### src/rtl/sirv_gnrl_rr_wr_arb.sv
// Round-robin write arbiter for one shared load-enabled register: grants at most
// one requester per cycle and tracks the last writer ID and an accepted-write count.
module sirv_gnrl_rr_wr_arb #(
  parameter int DW   = 32,
  parameter int NREQ = 4,
  parameter int IW   = 2,
  parameter int CW   = 8
) (
  input  logic               clk,
  input  logic               rst_n,
  input  logic [NREQ-1:0]    req_valid,
  input  logic [NREQ*DW-1:0] req_dat,
  output logic [NREQ-1:0]    req_ready,
  input  logic               wr_stall,
  output logic [DW-1:0]      qout,
  output logic               upd_vld,
  output logic [IW-1:0]      upd_id,
  output logic [CW-1:0]      upd_cnt
);

  localparam logic [IW:0]   NREQ_W = (IW+1)'(NREQ);
  localparam logic [IW-1:0] LAST_ID = IW'(NREQ - 1);

  logic [IW-1:0]   ptr_q, ptr_d;
  logic [DW-1:0]   qout_q, qout_d;
  logic            upd_vld_q, upd_vld_d;
  logic [IW-1:0]   upd_id_q, upd_id_d;
  logic [CW-1:0]   upd_cnt_q, upd_cnt_d;

  logic            gnt_found_s;
  logic [IW-1:0]   gnt_idx_s;
  logic [NREQ-1:0] gnt_oh_s;
  logic [NREQ-1:0] req_ready_s;
  logic            load_en_s;
  logic [DW-1:0]   wr_dat_s;

  // Rotating priority scan starting at the pointer; depends only on valid and ptr.
  always_comb begin
    logic [IW:0] scan_idx;
    gnt_found_s = 1'b0;
    gnt_idx_s   = '0;
    scan_idx    = '0;
    for (int k = 0; k < NREQ; k++) begin
      scan_idx = {1'b0, ptr_q} + (IW+1)'(k);
      if (scan_idx >= NREQ_W) begin
        scan_idx = scan_idx - NREQ_W;
      end else begin
        scan_idx = scan_idx;
      end
      if (!gnt_found_s && req_valid[scan_idx[IW-1:0]]) begin
        gnt_found_s = 1'b1;
        gnt_idx_s   = scan_idx[IW-1:0];
      end else begin
        gnt_found_s = gnt_found_s;
      end
    end
  end

  // One-hot grant, stall/reset gating and AND-OR data select.
  always_comb begin
    gnt_oh_s = '0;
    wr_dat_s = '0;
    for (int i = 0; i < NREQ; i++) begin
      gnt_oh_s[i] = gnt_found_s && (gnt_idx_s == IW'(i));
      wr_dat_s    = wr_dat_s | ({DW{gnt_oh_s[i]}} & req_dat[i*DW +: DW]);
    end
    req_ready_s = gnt_oh_s & {NREQ{~wr_stall & rst_n}};
    load_en_s   = |req_ready_s;
  end

  // Next-state for the shared register, side outputs and round-robin pointer.
  always_comb begin
    ptr_d     = ptr_q;
    qout_d    = qout_q;
    upd_vld_d = 1'b0;
    upd_id_d  = upd_id_q;
    upd_cnt_d = upd_cnt_q;
    if (load_en_s) begin
      qout_d    = wr_dat_s;
      upd_vld_d = 1'b1;
      upd_id_d  = gnt_idx_s;
      upd_cnt_d = upd_cnt_q + CW'(1);
      ptr_d     = (gnt_idx_s == LAST_ID) ? '0 : gnt_idx_s + IW'(1);
    end else begin
      upd_vld_d = 1'b0;
    end
  end

  // State registers.
  always_ff @(posedge clk or negedge rst_n) begin
    if (!rst_n) begin
      ptr_q     <= '0;
      qout_q    <= '0;
      upd_vld_q <= 1'b0;
      upd_id_q  <= '0;
      upd_cnt_q <= '0;
    end else begin
      ptr_q     <= ptr_d;
      qout_q    <= qout_d;
      upd_vld_q <= upd_vld_d;
      upd_id_q  <= upd_id_d;
      upd_cnt_q <= upd_cnt_d;
    end
  end

  assign req_ready = req_ready_s;
  assign qout      = qout_q;
  assign upd_vld   = upd_vld_q;
  assign upd_id    = upd_id_q;
  assign upd_cnt   = upd_cnt_q;

`ifndef SYNTHESIS
  sirv_gnrl_rr_wr_arb_chk #(.NREQ(NREQ)) u_chk (
    .clk       (clk),
    .rst_n     (rst_n),
    .load_en   (load_en_s),
    .req_valid (req_valid),
    .req_ready (req_ready_s)
  );
`endif

endmodule

// Simulation-only checker: load enable never X out of reset, grant is legal.
module sirv_gnrl_rr_wr_arb_chk #(
  parameter int NREQ = 4
) (
  input logic            clk,
  input logic            rst_n,
  input logic            load_en,
  input logic [NREQ-1:0] req_valid,
  input logic [NREQ-1:0] req_ready
);

  a_load_en_known: assert property (@(posedge clk) rst_n |-> !$isunknown(load_en));
  a_ready_onehot0: assert property (@(posedge clk) disable iff (!rst_n) $onehot0(req_ready));
  a_ready_valid:   assert property (@(posedge clk) disable iff (!rst_n)
                                    (req_ready & ~req_valid) == '0);

endmodule
### config.mk
export PLATFORM = sky130hd
export DESIGN_NAME = sirv_gnrl_rr_wr_arb
export DESIGN_NICKNAME = d
export VERILOG_FILES = /design/src/rtl/sirv_gnrl_rr_wr_arb.sv
export SDC_FILE = /design/constraint.sdc
export NUM_CORES = 1
export LEC_CHECK = 0
export BUFFER_PORTS_ARGS = -buffer_cell sky130_fd_sc_hd__clkbuf_2
export CAP_MARGIN = 20
export CORE_UTILIZATION = 25
export CTS_CLUSTER_SIZE = 16
export DETAILED_ROUTE_END_ITERATION = 10
export GPL_TIMING_DRIVEN = 0
export PLACE_DENSITY_LB_ADDON = 0.15
export SETUP_SLACK_MARGIN = 0.2
export SKIP_LAST_GASP = 1
export SLEW_MARGIN = 20
export SYNTH_ARGS = -nofsm -noshare
export SYNTH_HDL_FRONTEND = slang
export SYNTH_SLANG_ARGS = --single-unit
### constraint.sdc
create_clock -name clk -period 4.3 [get_ports clk]
set_clock_uncertainty 0.1 [all_clocks]
set_input_delay 0.43 -clock clk [delete_from_list [all_inputs] [get_ports clk]]
set_output_delay 0.43 -clock clk [all_outputs]
set_load 0.05 [all_outputs]
==> Word-level counts from Yosys, hierarchy flattened <==
Index checks and enable logic that the tools add are counted.
Widths: inputs -> output; s select.
{ "word_totals": {"regBits": 45, "latchBits": 0, "mem_bits_rw": 0, "rom_bits": 0, "input_bits": 135, "elab_cells": 69, "memories": 0} }
{ "classes": {"add_sub_neg": 9, "multipliers": 0, "div_mod_pow": 0, "n_lt_le_gt_ge": 8, "eq_ne": 3, "n_shift": 0, "n_mux": 22, "bitwise_logic": 10, "reduce_logical": 12} }
{ "op_table": {"columns": ["operator", "n"], "rows": [
  ["$and 32x32->32", 4],
  ["$or 32x32->32", 3],
  ["$mux 2", 9],
  ["$lt 2x3->1 const B", 4],
  ["$ge 3x3->1 const B", 3],
  ["$mux 1", 9],
  ["$add 8x1->8 const B", 1],
  ["$bmux 1 s2", 4],
  ["$sub 2x1->2 const B", 4],
  ["$logic_and 1x1->1", 7],
  ["$add 2x2->3 const B", 2],
  ["$and 4x4->4", 1],
  ["$eq 2x2->1 const B", 2],
  ["$reduce_or 4->1", 1],
  ["$add 2x1->3 const B", 1],
  ["$ge 2x3->1 const B", 1],
  ["$logic_not 1->1", 3],
  ["$add 2x1->2 const B", 1],
  ["$eq 2x1->1 const B", 1],
  ["$logic_not 2->1", 1],
  ["$and 1x1->1", 1],
  ["$not 1->1", 1]
]} }

==> Longest topological paths before layout <==
{ "logic_depth": {"ltp_word": 20, "mapped_depth": 12, "depth_no_buf": 9} }

==> Worst setup path before layout <==
No wires, ideal clock.
{ "synth_path": {"path_kind": "register to output", "start": "reg ptr_q[1]", "end": "out req_ready[3]", "arrival_ps": 2155, "t_required_ps": 3770, "path_slack_ps": 1615, "path_stages_with_launch": 7, "n_path_buf": 2, "path_cell_list": "dfrtp_1 -> mux2i_1 -> a211oi_1 -> ha_1 -> clkbuf_1 -> clkbuf_1 -> and2_1"} }
{ "synth_between": {"elab_chain_cells": 17, "word_cells_on_any_way": 40, "classes_between": "7 x add/sub; 4 x order compare; 1 x eq/ne; 20 x mux; 1 x bitwise; 7 x reduce/logical"} }
{ "synth_lines": {"columns": ["element", "line_no", "rtl"], "rows": [
  ["start: declaration", "24", "logic [IW-1:0] ptr_q, ptr_d;"],
  ["start signal: assignment", "98", "ptr_q <= ptr_d;"],
  ["parallel branches: the longest is 13 deep, another holds $add 2x1->3", null, null],
  ["$mux 2 (*)", "50", "if (!gnt_found_s && req_valid[scan_idx[IW-1:0]]) begin"],
  ["net gnt_idx_s[0]", "31", "logic [IW-1:0] gnt_idx_s;"],
  ["$eq 2x2->1 (*)", "64", "gnt_oh_s[i] = gnt_found_s && (gnt_idx_s == IW'(i));"],
  ["$logic_and 1x1->1 (*)", "64", null],
  ["$and 4x4->4 (*)", "67", "req_ready_s = gnt_oh_s & {NREQ{~wr_stall & rst_n}};"],
  ["end: declaration", "13", "output logic [NREQ-1:0] req_ready,"]
]} }
Mark *: on every way through the listed nets, which the timed path passes. The select of a mux whose other input is x is not followed.

==> Worst setup path in the final report <==
Ends and elaborated chain as after synthesis.

==> results.toml <==
[logic_synthesis]
synth_area_per_cell_um2 = 11.3
yosysSeqAreaShare_pct = 40.9
ys_ff_latch = 45
ys.warnings.count = 0
yosys.area.top_type = "dfrtp_1"
synthesis.nets = 384
ys_types = 26
synth_top_area_share_pct = 40.9
synth.area.top_cells = "dfrtp_1 (41%), a22oi_1 (17%), mux2_4 (16%)"
synth_cells = 244
synth_area_um2 = 2750

[grt]
top_usage_layer = "met2"
met3_usage_pct = 2.98
grt_pass1_vias = 2885
track_usage_pct = 17.0
use_met2_pct = 29.8
grt_max_degree = 48
grt-ovfl-total = 0
met1_usage_pct = 21.0
grt_pass1_wl_um = 14900
antenna_found_initial = 0

[floorplan]
core-area_um2 = 10500
std_cell_rows = 37
io_pins = 182
initial_core_util_pct = 26.2
fp.dieArea_um2 = 11400
die_w_um = 107
die_height_um = 107

[setup_path]
cpMostUsedCell = "clkbuf_1"
start_kind = "register"
crit_fanout = 10
crit_required_ns = 3.77
cp_data_arrival_time_ns = 3.12
cpMaxStageDelayCell = "a211oi_1"
crit_path_end_kind = "primary output"
path_cells = "mux2i_1 > a211oi_1 > ha_1 > clkbuf_1 > clkbuf_1 > and2_1 > clkbuf_2"
crit_type = "reg2out"
reg2reg_setup_slack_ns = 1.11
worst_path_largest_cell_delay_ns = 0.63

[sta]
max_freq_mhz = 274
setup_tns_ns = 0
fin_crit_sh_pct = 84.8
slew_headroom_pct = 52.8
drv_slew = 0
tightest_slew_ns = 0.704
grt_setup_unrepaired = "no"
hold_ws_ns = 0.0828
setup_viol = 0
post-route-min-period_ns = 3.65
hold_viol_final = 0

[layout]
fin_nets = 572
multi_input_area_um2 = 1470
drive_above_1_share_pct = 52.7
mostFrequentLayoutCell = "clkbuf_2"
seqCellArea_um2 = 1130
final_cell_mix = "clkbuf_2 (180), a22oi_1 (64), dfrtp_1 (45)"
diodes = 0
syn_to_final_growth_pct = 43.3
fillCellCount = 1091

[route]
postRouteAntennaNets = 0
vias_per_cell = 4.89
wirelength_um = 9410
num_vias = 2782
remaining_drc_errors = 0
drt_iter0_drc = 88
first_pass_iters = 4
avgRoutedWirePerCell_um = 16.5

[hold_path]
min_path_type = "in2async"

[clock_tree]
clk_path_buf_depth = 2
path_clk_slew_ns = 0.10
cts_buffers = 5
cts_hold_buf = 0
clock-sinks = 45
postCtsSetupBuffers = 0
cts_tree = "built"
clkLatencyLatePin_ns = 0.30
ctsResizeCount = 0
h-tree-depth = 2
clock-root-buffer = "clkbuf_8"

[power]
ir_drop_uv = 247
leakagePower_nw = 1.99
power.density_nw_per_um2 = 729

[placement]
dp_hpwl_um = 7210
routabilityCongestion = 0.774
portBuffers = 181

[status]
status = "completed"

[run]
drv_cap = 0
==> synth_stat cells (all sizes together) <==
master       instances
nor4                 2
mux2                36
nor2                 1
dfrtp               45
dlygate4sd1          2
mux2i                1
a21oi               36
o21ai                1
buf                  7
xnor2                6
and3                 2
nor3b                2
inv                  4
clkbuf              15
ha                   5
xor2                 1
and2                 4
nor4b                1
a211oi               1
nand2                2
o2bb2a               1
nand4                5
a22oi               64
==> kinds of logic after synthesis <==
group                    Yosys count  synth area share, %
AO/OA/AOI/OAI                    103                 24.8
flip-flops                        45                 40.9
multiplexers                      37                 19.2
buffers and inverters             28                 5.63
AND/OR/NAND/NOR                   19                 5.00
XOR/XNOR                           7                 2.23
adder cells (fa/ha/maj)            5                 2.27
==> routing by layer <==
| layer | wire [um] | part of all wire (%) |
|---|---|---|
| met1 | 4070 | 43 |
| met2 | 4740 | 50 |
| met4 | 170 | 1.8 |
| met5 | 0 | 0 |
| met3 | 439 | 4.7 |
==> area by class of cell <==
| type | instances | area share [%] |
|---|---|---|
| Timing Repair Buffer | 181 | 23.0 |
| Tap cell | 136 | 4.31 |
| Buffer | 24 | 3.55 |
| Multi-Input combinational cell | 171 | 37.3 |
| Clock inverter | 3 | 1.17 |
| Inverter | 4 | 0.380 |
| Sequential cell | 45 | 28.5 |
| Clock buffer | 5 | 1.74 |
==> through the flow <==
stage	total power, mW	worst slack [ns]	std cells	util [%]	area (um2)
5_1_grt	3.05	0.434	569	37.6	3950
3_3_place_gp	2.55	0.881	561	36.4	3830
3_5_place_dp	2.57	0.870	561	36.5	3830
2_1_floorplan	2.09	1.61	244	-	2750
4_1_cts	2.91	0.621	569	37.6	3950
6_report	2.88	0.652	569	37.6	3950
==> power by group <==
group          leakage, nW  internal [mW]  switching, mW
registers            0.558          0.611          0.130
clock network       0.0543          0.174          0.158
logic                 1.38          0.623           1.18
==> final timing paths <==
kind	endpoint	from	cells past startpoint
max in group asynchronous	upd_id[0]	rst_n	1
min in group clk	upd_cnt[7]	upd_cnt[7]	1
max	req_ready[3]	ptr_q[1]	7
max reg2reg	qout[8]	ptr_q[1]	9
min	qout[18]	rst_n	1
min reg2reg	upd_cnt[7]	upd_cnt[7]	1
==> critical path: cells and delay by family (launching register included) <==
| family | cells | cell delay (ns) |
|---|---|---|
| buffers and inverters | 3 | 1.11 |
| AOI/OAI and AO/OA | 1 | 0.63 |
| DFF | 1 | 0.45 |
| adders and majority gates | 1 | 0.25 |
| and+or+nand+nor | 1 | 0.21 |
| muxes | 1 | 0.15 |
==> state kept, by name, summed over array words and instances (netlist names) <==
register,flops
ptr_q,2
upd_vld,1
qout,32
upd_id,2
upd_cnt,8
(Power assumes the default switching activity.)
